$ cat src/rtl/ps2_mouse_packet.sv
// Assembles 3-byte PS/2 stream-mode mouse packets into buttons, deltas and a clamped absolute cursor.
// Define PS2_MOUSE_INIT_EN to send 0xF4 after reset and wait for the 0xFA acknowledge before decoding packets.
module ps2_mouse_packet #(
  parameter int X_MAX      = 639,
  parameter int Y_MAX      = 479,
  parameter int GAP_CYCLES = 100000,
  parameter int ACK_CYCLES = 1000000
) (
  input  logic              CLOCK_50,
  input  logic              reset,
  input  logic [7:0]        received_data,
  input  logic              received_data_en,
  input  logic              command_was_sent,
  input  logic              error_communication_timed_out,
  output logic [7:0]        the_command,
  output logic              send_command,
  output logic              init_done,
  output logic              packet_valid,
  output logic [2:0]        buttons,
  output logic signed [8:0] dx,
  output logic signed [8:0] dy,
  output logic [9:0]        x_pos,
  output logic [9:0]        y_pos
);

  localparam int         GAP_W      = $clog2(GAP_CYCLES + 1);
  localparam logic [7:0] CMD_ENABLE = 8'hF4;
  localparam logic [9:0] X_CENTRE   = 10'(X_MAX >> 1);
  localparam logic [9:0] Y_CENTRE   = 10'(Y_MAX >> 1);

  typedef enum logic [2:0] {
    INIT_SEND,
    INIT_WAIT,
    BYTE0,
    BYTE1,
    BYTE2
  } state_t;

`ifdef PS2_MOUSE_INIT_EN
  localparam state_t     RESET_STATE = INIT_SEND;
  localparam int         ACK_W       = $clog2(ACK_CYCLES + 1);
  localparam logic [7:0] BYTE_ACK    = 8'hFA;
`else
  localparam state_t     RESET_STATE = BYTE0;
`endif

  state_t            r_state;
  state_t            w_state_next;
  logic [GAP_W-1:0]  r_gap_cnt;
  logic [7:0]        r_b0;
  logic [7:0]        r_b1;
  logic              w_in_packet;
  logic              w_gap_timeout;
  logic              w_latch_b0;
  logic              w_latch_b1;
  logic              w_form_packet;

  logic              r_packet_valid;
  logic [2:0]        r_buttons;
  logic signed [8:0] r_dx;
  logic signed [8:0] r_dy;
  logic [9:0]        r_x_pos;
  logic [9:0]        r_y_pos;

  logic              w_overflow;
  logic signed [8:0] w_dx;
  logic signed [8:0] w_dy;
  logic [11:0]       w_x_sum;
  logic [11:0]       w_y_sum;
  logic [9:0]        w_x_new;
  logic [9:0]        w_y_new;

`ifdef PS2_MOUSE_INIT_EN
  logic [ACK_W-1:0]  r_ack_cnt;
  logic              r_send_command;
  logic              r_init_done;
  logic              w_send_next;
  logic              w_init_done_set;
  logic              w_unused_ok;
  assign w_unused_ok = ^{command_was_sent, r_b0[3]};
`else
  logic              w_unused_ok;
  assign w_unused_ok = ^{command_was_sent, error_communication_timed_out, r_b0[3]};
`endif

  assign w_in_packet   = (r_state == BYTE1) || (r_state == BYTE2);
  assign w_gap_timeout = w_in_packet && (r_gap_cnt == GAP_W'(GAP_CYCLES));

  always_ff @(posedge CLOCK_50) begin
    if (reset) begin
      r_state <= RESET_STATE;
    end else begin
      r_state <= w_state_next;
    end
  end

  // A byte that lands on the gap timeout starts a fresh packet instead of continuing the stale one.
  always_comb begin
    w_state_next  = r_state;
    w_latch_b0    = 1'b0;
    w_latch_b1    = 1'b0;
    w_form_packet = 1'b0;
`ifdef PS2_MOUSE_INIT_EN
    w_send_next     = 1'b0;
    w_init_done_set = 1'b0;
`endif
    case (r_state)
`ifdef PS2_MOUSE_INIT_EN
      INIT_SEND: begin
        w_send_next  = 1'b1;
        w_state_next = INIT_WAIT;
      end
      INIT_WAIT: begin
        if (received_data_en) begin
          if (received_data == BYTE_ACK) begin
            w_init_done_set = 1'b1;
            w_state_next    = BYTE0;
          end else begin
            w_state_next = INIT_SEND;
          end
        end else if (error_communication_timed_out ||
                     (r_ack_cnt == ACK_W'(ACK_CYCLES - 1))) begin
          w_state_next = INIT_SEND;
        end
      end
`endif
      BYTE0: begin
        if (received_data_en && received_data[3]) begin
          w_latch_b0   = 1'b1;
          w_state_next = BYTE1;
        end
      end
      BYTE1: begin
        if (received_data_en && w_gap_timeout) begin
          w_latch_b0   = received_data[3];
          w_state_next = received_data[3] ? BYTE1 : BYTE0;
        end else if (received_data_en) begin
          w_latch_b1   = 1'b1;
          w_state_next = BYTE2;
        end else if (w_gap_timeout) begin
          w_state_next = BYTE0;
        end
      end
      BYTE2: begin
        if (received_data_en && w_gap_timeout) begin
          w_latch_b0   = received_data[3];
          w_state_next = received_data[3] ? BYTE1 : BYTE0;
        end else if (received_data_en) begin
          w_form_packet = 1'b1;
          w_state_next  = BYTE0;
        end else if (w_gap_timeout) begin
          w_state_next = BYTE0;
        end
      end
      default: begin
        w_state_next = RESET_STATE;
      end
    endcase
  end

  always_ff @(posedge CLOCK_50) begin
    if (reset || !w_in_packet || received_data_en) begin
      r_gap_cnt <= '0;
    end else begin
      r_gap_cnt <= r_gap_cnt + GAP_W'(1);
    end
  end

  always_ff @(posedge CLOCK_50) begin
    if (reset) begin
      r_b0 <= '0;
      r_b1 <= '0;
    end else begin
      if (w_latch_b0) r_b0 <= received_data;
      if (w_latch_b1) r_b1 <= received_data;
    end
  end

  // Overflowed packets carry meaningless deltas, so they are zeroed rather than applied.
  assign w_overflow = r_b0[6] | r_b0[7];
  assign w_dx       = w_overflow ? 9'sd0 : $signed({r_b0[4], r_b1});
  assign w_dy       = w_overflow ? 9'sd0 : $signed({r_b0[5], received_data});
  assign w_x_sum    = {2'b00, r_x_pos} + {{3{w_dx[8]}}, w_dx};
  assign w_y_sum    = {2'b00, r_y_pos} - {{3{w_dy[8]}}, w_dy};

  always_comb begin
    w_x_new = w_x_sum[9:0];
    if (w_x_sum[11]) begin
      w_x_new = '0;
    end else if (w_x_sum > 12'(X_MAX)) begin
      w_x_new = 10'(X_MAX);
    end
    w_y_new = w_y_sum[9:0];
    if (w_y_sum[11]) begin
      w_y_new = '0;
    end else if (w_y_sum > 12'(Y_MAX)) begin
      w_y_new = 10'(Y_MAX);
    end
  end

  always_ff @(posedge CLOCK_50) begin
    if (reset) begin
      r_packet_valid <= 1'b0;
      r_buttons      <= '0;
      r_dx           <= '0;
      r_dy           <= '0;
      r_x_pos        <= X_CENTRE;
      r_y_pos        <= Y_CENTRE;
    end else begin
      r_packet_valid <= w_form_packet;
      if (w_form_packet) begin
        r_buttons <= r_b0[2:0];
        r_dx      <= w_dx;
        r_dy      <= w_dy;
        r_x_pos   <= w_x_new;
        r_y_pos   <= w_y_new;
      end
    end
  end

`ifdef PS2_MOUSE_INIT_EN
  always_ff @(posedge CLOCK_50) begin
    if (reset) begin
      r_ack_cnt      <= '0;
      r_send_command <= 1'b0;
      r_init_done    <= 1'b0;
    end else begin
      r_ack_cnt      <= (r_state == INIT_WAIT) ? r_ack_cnt + ACK_W'(1) : '0;
      r_send_command <= w_send_next;
      if (w_init_done_set) r_init_done <= 1'b1;
    end
  end

  assign send_command = r_send_command;
  assign init_done    = r_init_done;
`else
  assign send_command = 1'b0;
  assign init_done    = 1'b1;
`endif

  assign the_command  = CMD_ENABLE;
  assign packet_valid = r_packet_valid;
  assign buttons      = r_buttons;
  assign dx           = r_dx;
  assign dy           = r_dy;
  assign x_pos        = r_x_pos;
  assign y_pos        = r_y_pos;

endmodule

$ cat config.mk
export PLATFORM = sky130hd
export DESIGN_NAME = ps2_mouse_packet
export DESIGN_NICKNAME = d
export VERILOG_FILES = /design/src/rtl/ps2_mouse_packet.sv
export SDC_FILE = /design/constraint.sdc
export NUM_CORES = 1
export LEC_CHECK = 0
export ABC_AREA = 1
export CAP_MARGIN = 20
export CORE_MARGIN = 4
export CORE_UTILIZATION = 59
export CTS_CLUSTER_SIZE = 12
export DETAILED_ROUTE_END_ITERATION = 6
export GPL_ROUTABILITY_DRIVEN = 0
export PLACE_DENSITY = 0.95
export SETUP_SLACK_MARGIN = 0.05
export SLEW_MARGIN = 40
export SYNTH_ARGS = -nofsm -noshare
export SYNTH_HDL_FRONTEND = slang
export SYNTH_SLANG_ARGS = --single-unit
$ cat constraint.sdc
create_clock -name CLOCK_50 -period 5.6 [get_ports CLOCK_50]
set_input_delay 1.4 -clock CLOCK_50 [delete_from_list [all_inputs] [get_ports CLOCK_50]]
set_output_delay 1.4 -clock CLOCK_50 [all_outputs]
set_load 0.005 [all_outputs]
==> run summary <==
status -> finished, final reports clean
Overflow after GRT -> 0
Post-synth EDFFs -> 0
clk_lat worst skew -> 0.35 ns
r2r startpoint -> r_b0[6]$_SDFFE_PP0P_
fin util -> 71.7%
# fillers -> 540
CP Data Required Time -> 5.83 ns
post-CTS setup buffers -> 0
Final setup viols -> 0
# diodes -> 0
min-delay src -> dx[5]$_SDFFE_PP0P_
async set or reset register ratio after synthesis -> 0%
DR WL/cell -> 14.0 µm
clock net sink count -> 77
synth unique cells -> 37
Setup crit end kind -> flip-flop
yosys warns -> 0
Starting Density -> 61.6%
Die Area -> 9120 µm²
final net count -> 748
I/O pin count -> 65
Final ANT Viol Nets -> 0
worst hold path class -> flip-flop to flip-flop
Synth top area share -> 34.1%
DRC -> 0
detailed placer's ending HPWL -> 8190 µm
top_reg_cell synth -> dfxtp_1
hold-fix buffers at CTS -> 0
final clock skew -> 0.00532 ns
Seq/Total Area, Yosys -> 34.1%
IO buf count -> 52
first-pass GRT wire length -> 18,800 µm
area added between synthesis and finish -> 16.4%
Vias/cell -> 5.55
critical path class -> input pin to flip-flop
PD cells -> 247 nW/µm²
final wirelength -> 11,300 µm
final hold violations -> 0
RSZ-0062 raised after global routing -> no
Lkg Pwr -> 0.00229 µW
drt first pass iters -> 5
CTS tree -> done
Fmax achieved -> 0.260 GHz
#FFs+latches synth -> 77
H-Tree Depth -> 3
chip height -> 95.5 µm
maximum number of pins on one net before global-route repair -> 36
initial antenna violation count -> 0
die width -> 95.5 µm
CP max FO -> 6
Max clock buf depth -> 2
count leader, synth -> nand2_1
fraction of layout cells with a size suffix above 1 -> 5.91%
CTS clk-pin slew, worst paths -> 0.08 ns
Post-Syn Area -> 4520 µm²
Initial DRC Count -> 415
Syn Area/Cell -> 6.86 µm²
Slew Viols, Final -> 0
Tcrit/Tclk final -> 68.6%
worst rel slew slack -> 50.7%
Critical Path AT -> 4.07 ns
RR Endpoint -> x_pos[4]$_SDFFE_PP1P_
setup_tns -> 0 ns
Max Cap Viol -> 0
total track usage -> 25.7%
actual slew at the worst max-slew pin -> 0.739 ns
core area -> 7330 µm²
Post-synth top cells -> nand2_1, inv_1, dfxtp_1, a21oi_1, nor2_1
WHS Path Cells -> 2
CTS buffer count -> 9
vias in the first global route -> 4,270
maximum VDD drop -> 0.205 mV
CTS root buffer -> clkbuf_8
Critical Path Source Type -> input pin
minimum clock period -> 3.84 ns
Reg2Reg Setup Slack -> 2.55 ns
Synth area leader -> dfxtp_1
Gate Count Post-Synth -> 659
Core Rows -> 31
R2R cell count -> 16
synth top area cells -> dfxtp_1, nand2_1, a21oi_1
via count -> 4,494
WHS Endpoint -> dx[5]$_SDFFE_PP0P_
PostCTS Resize Cnt -> 0
## report_power, final
part	internal (µW)	switching, µW
logic	88.0	180
clock network	260	200
registers	560	8.07
total	908	389
## cell families (layout without fill, tap and decap cells)
family,count (synthesis),count (layout),share of synthesized area (%)
AOI/OAI and AO/OA,124,124,13.9
xor gates and xnor gates,10,10,1.94
adders and majority gates,28,28,8.09
buffers and inverters,111,155,10.7
DFF,77,77,34.1
other,2,10,0.166
and+or+nand+nor,307,307,31.1
## state kept, by name, summed over array words and instances, names as in the netlist
register      cells
buttons           3
dx                9
dy                9
packet_valid      1
r_b0              7
r_b1              8
r_gap_cnt        17
r_state           3
x_pos            10
y_pos            10
## how the worst max path moves through the flow
stage,start,endpoint,slack [ns],cells past startpoint
after floorplan,received_data[0],y_pos[3]$_SDFFE_PP1P_,2.50,15
after global placement,received_data[0],y_pos[6]$_SDFFE_PP1P_,1.75,16
after detailed placement,received_data[0],y_pos[2]$_SDFFE_PP1P_,1.53,16
after CTS,received_data[0],y_pos[2]$_SDFFE_PP1P_,1.84,16
after global routing,received_data[0],y_pos[2]$_SDFFE_PP1P_,1.72,16
final,received_data[0],y_pos[2]$_SDFFE_PP1P_,1.76,16
## routing by layer
layer,vias to the layer above,global-route usage [%],share of wire (%)
met3,42,5.76,8.3
met5,-,0,0
met4,0,9.95,2.6
met1,2020,31.0,41
li1,2207,-,-
met2,225,44.4,48
## worst max-delay path, stage by stage
cell	delay (ns)
clkdlybuf4s50_1	0.51
inv_1	0.09
nor2_1	0.18
ha_1	0.19
inv_1	0.08
fa_1	0.45
nand2_1	0.12
nand2_1	0.10
nand3_1	0.12
nand2_1	0.06
nand2_1	0.08
nand2_1	0.05
nand4_1	0.16
nand2_2	0.15
o21ai_0	0.24
nand2_1	0.09
## area by class of cell
| cell class | count | area (µm²) | area share [%] |
|---|---|---|---|
| Tap cell | 99 | 124 | 2.36 |
| Clock inverter | 4 | 72.6 | 1.38 |
| Inverter | 87 | 327 | 6.21 |
| Sequential cell | 77 | 1540 | 29.3 |
| Clock buffer | 11 | 141 | 2.69 |
| Multi-Input combinational cell | 479 | 2520 | 48.0 |
| Timing Repair Buffer | 53 | 528 | 10.0 |
## through the flow
step	instances	area, µm²	hold slack, ns	total power (µW)	setup slack, ns
2_1_floorplan	667	4550	0.430	780	2.50
3_3_place_gp	795	5040	0.442	823	1.75
3_5_place_dp	795	5040	0.451	834	1.53
4_1_cts	810	5260	0.465	1290	1.84
5_1_grt	810	5260	0.487	1360	1.72
6_report	810	5260	0.465	1300	1.76
## cells in the final DEF (no fill, tap or decap), drive strengths merged, types with 3 or more instances in the layout
cell	instances
nor3b	3
ha	26
clkdlybuf4s50	52
conb	10
dfxtp	77
nor3	13
nand3	38
a21oi	70
inv	87
xnor2	4
o21ai	51
clkbuf	11
xor2	6
nand2	172
nor2	62
nand4	14
Power figures use the tool's default switching activity.
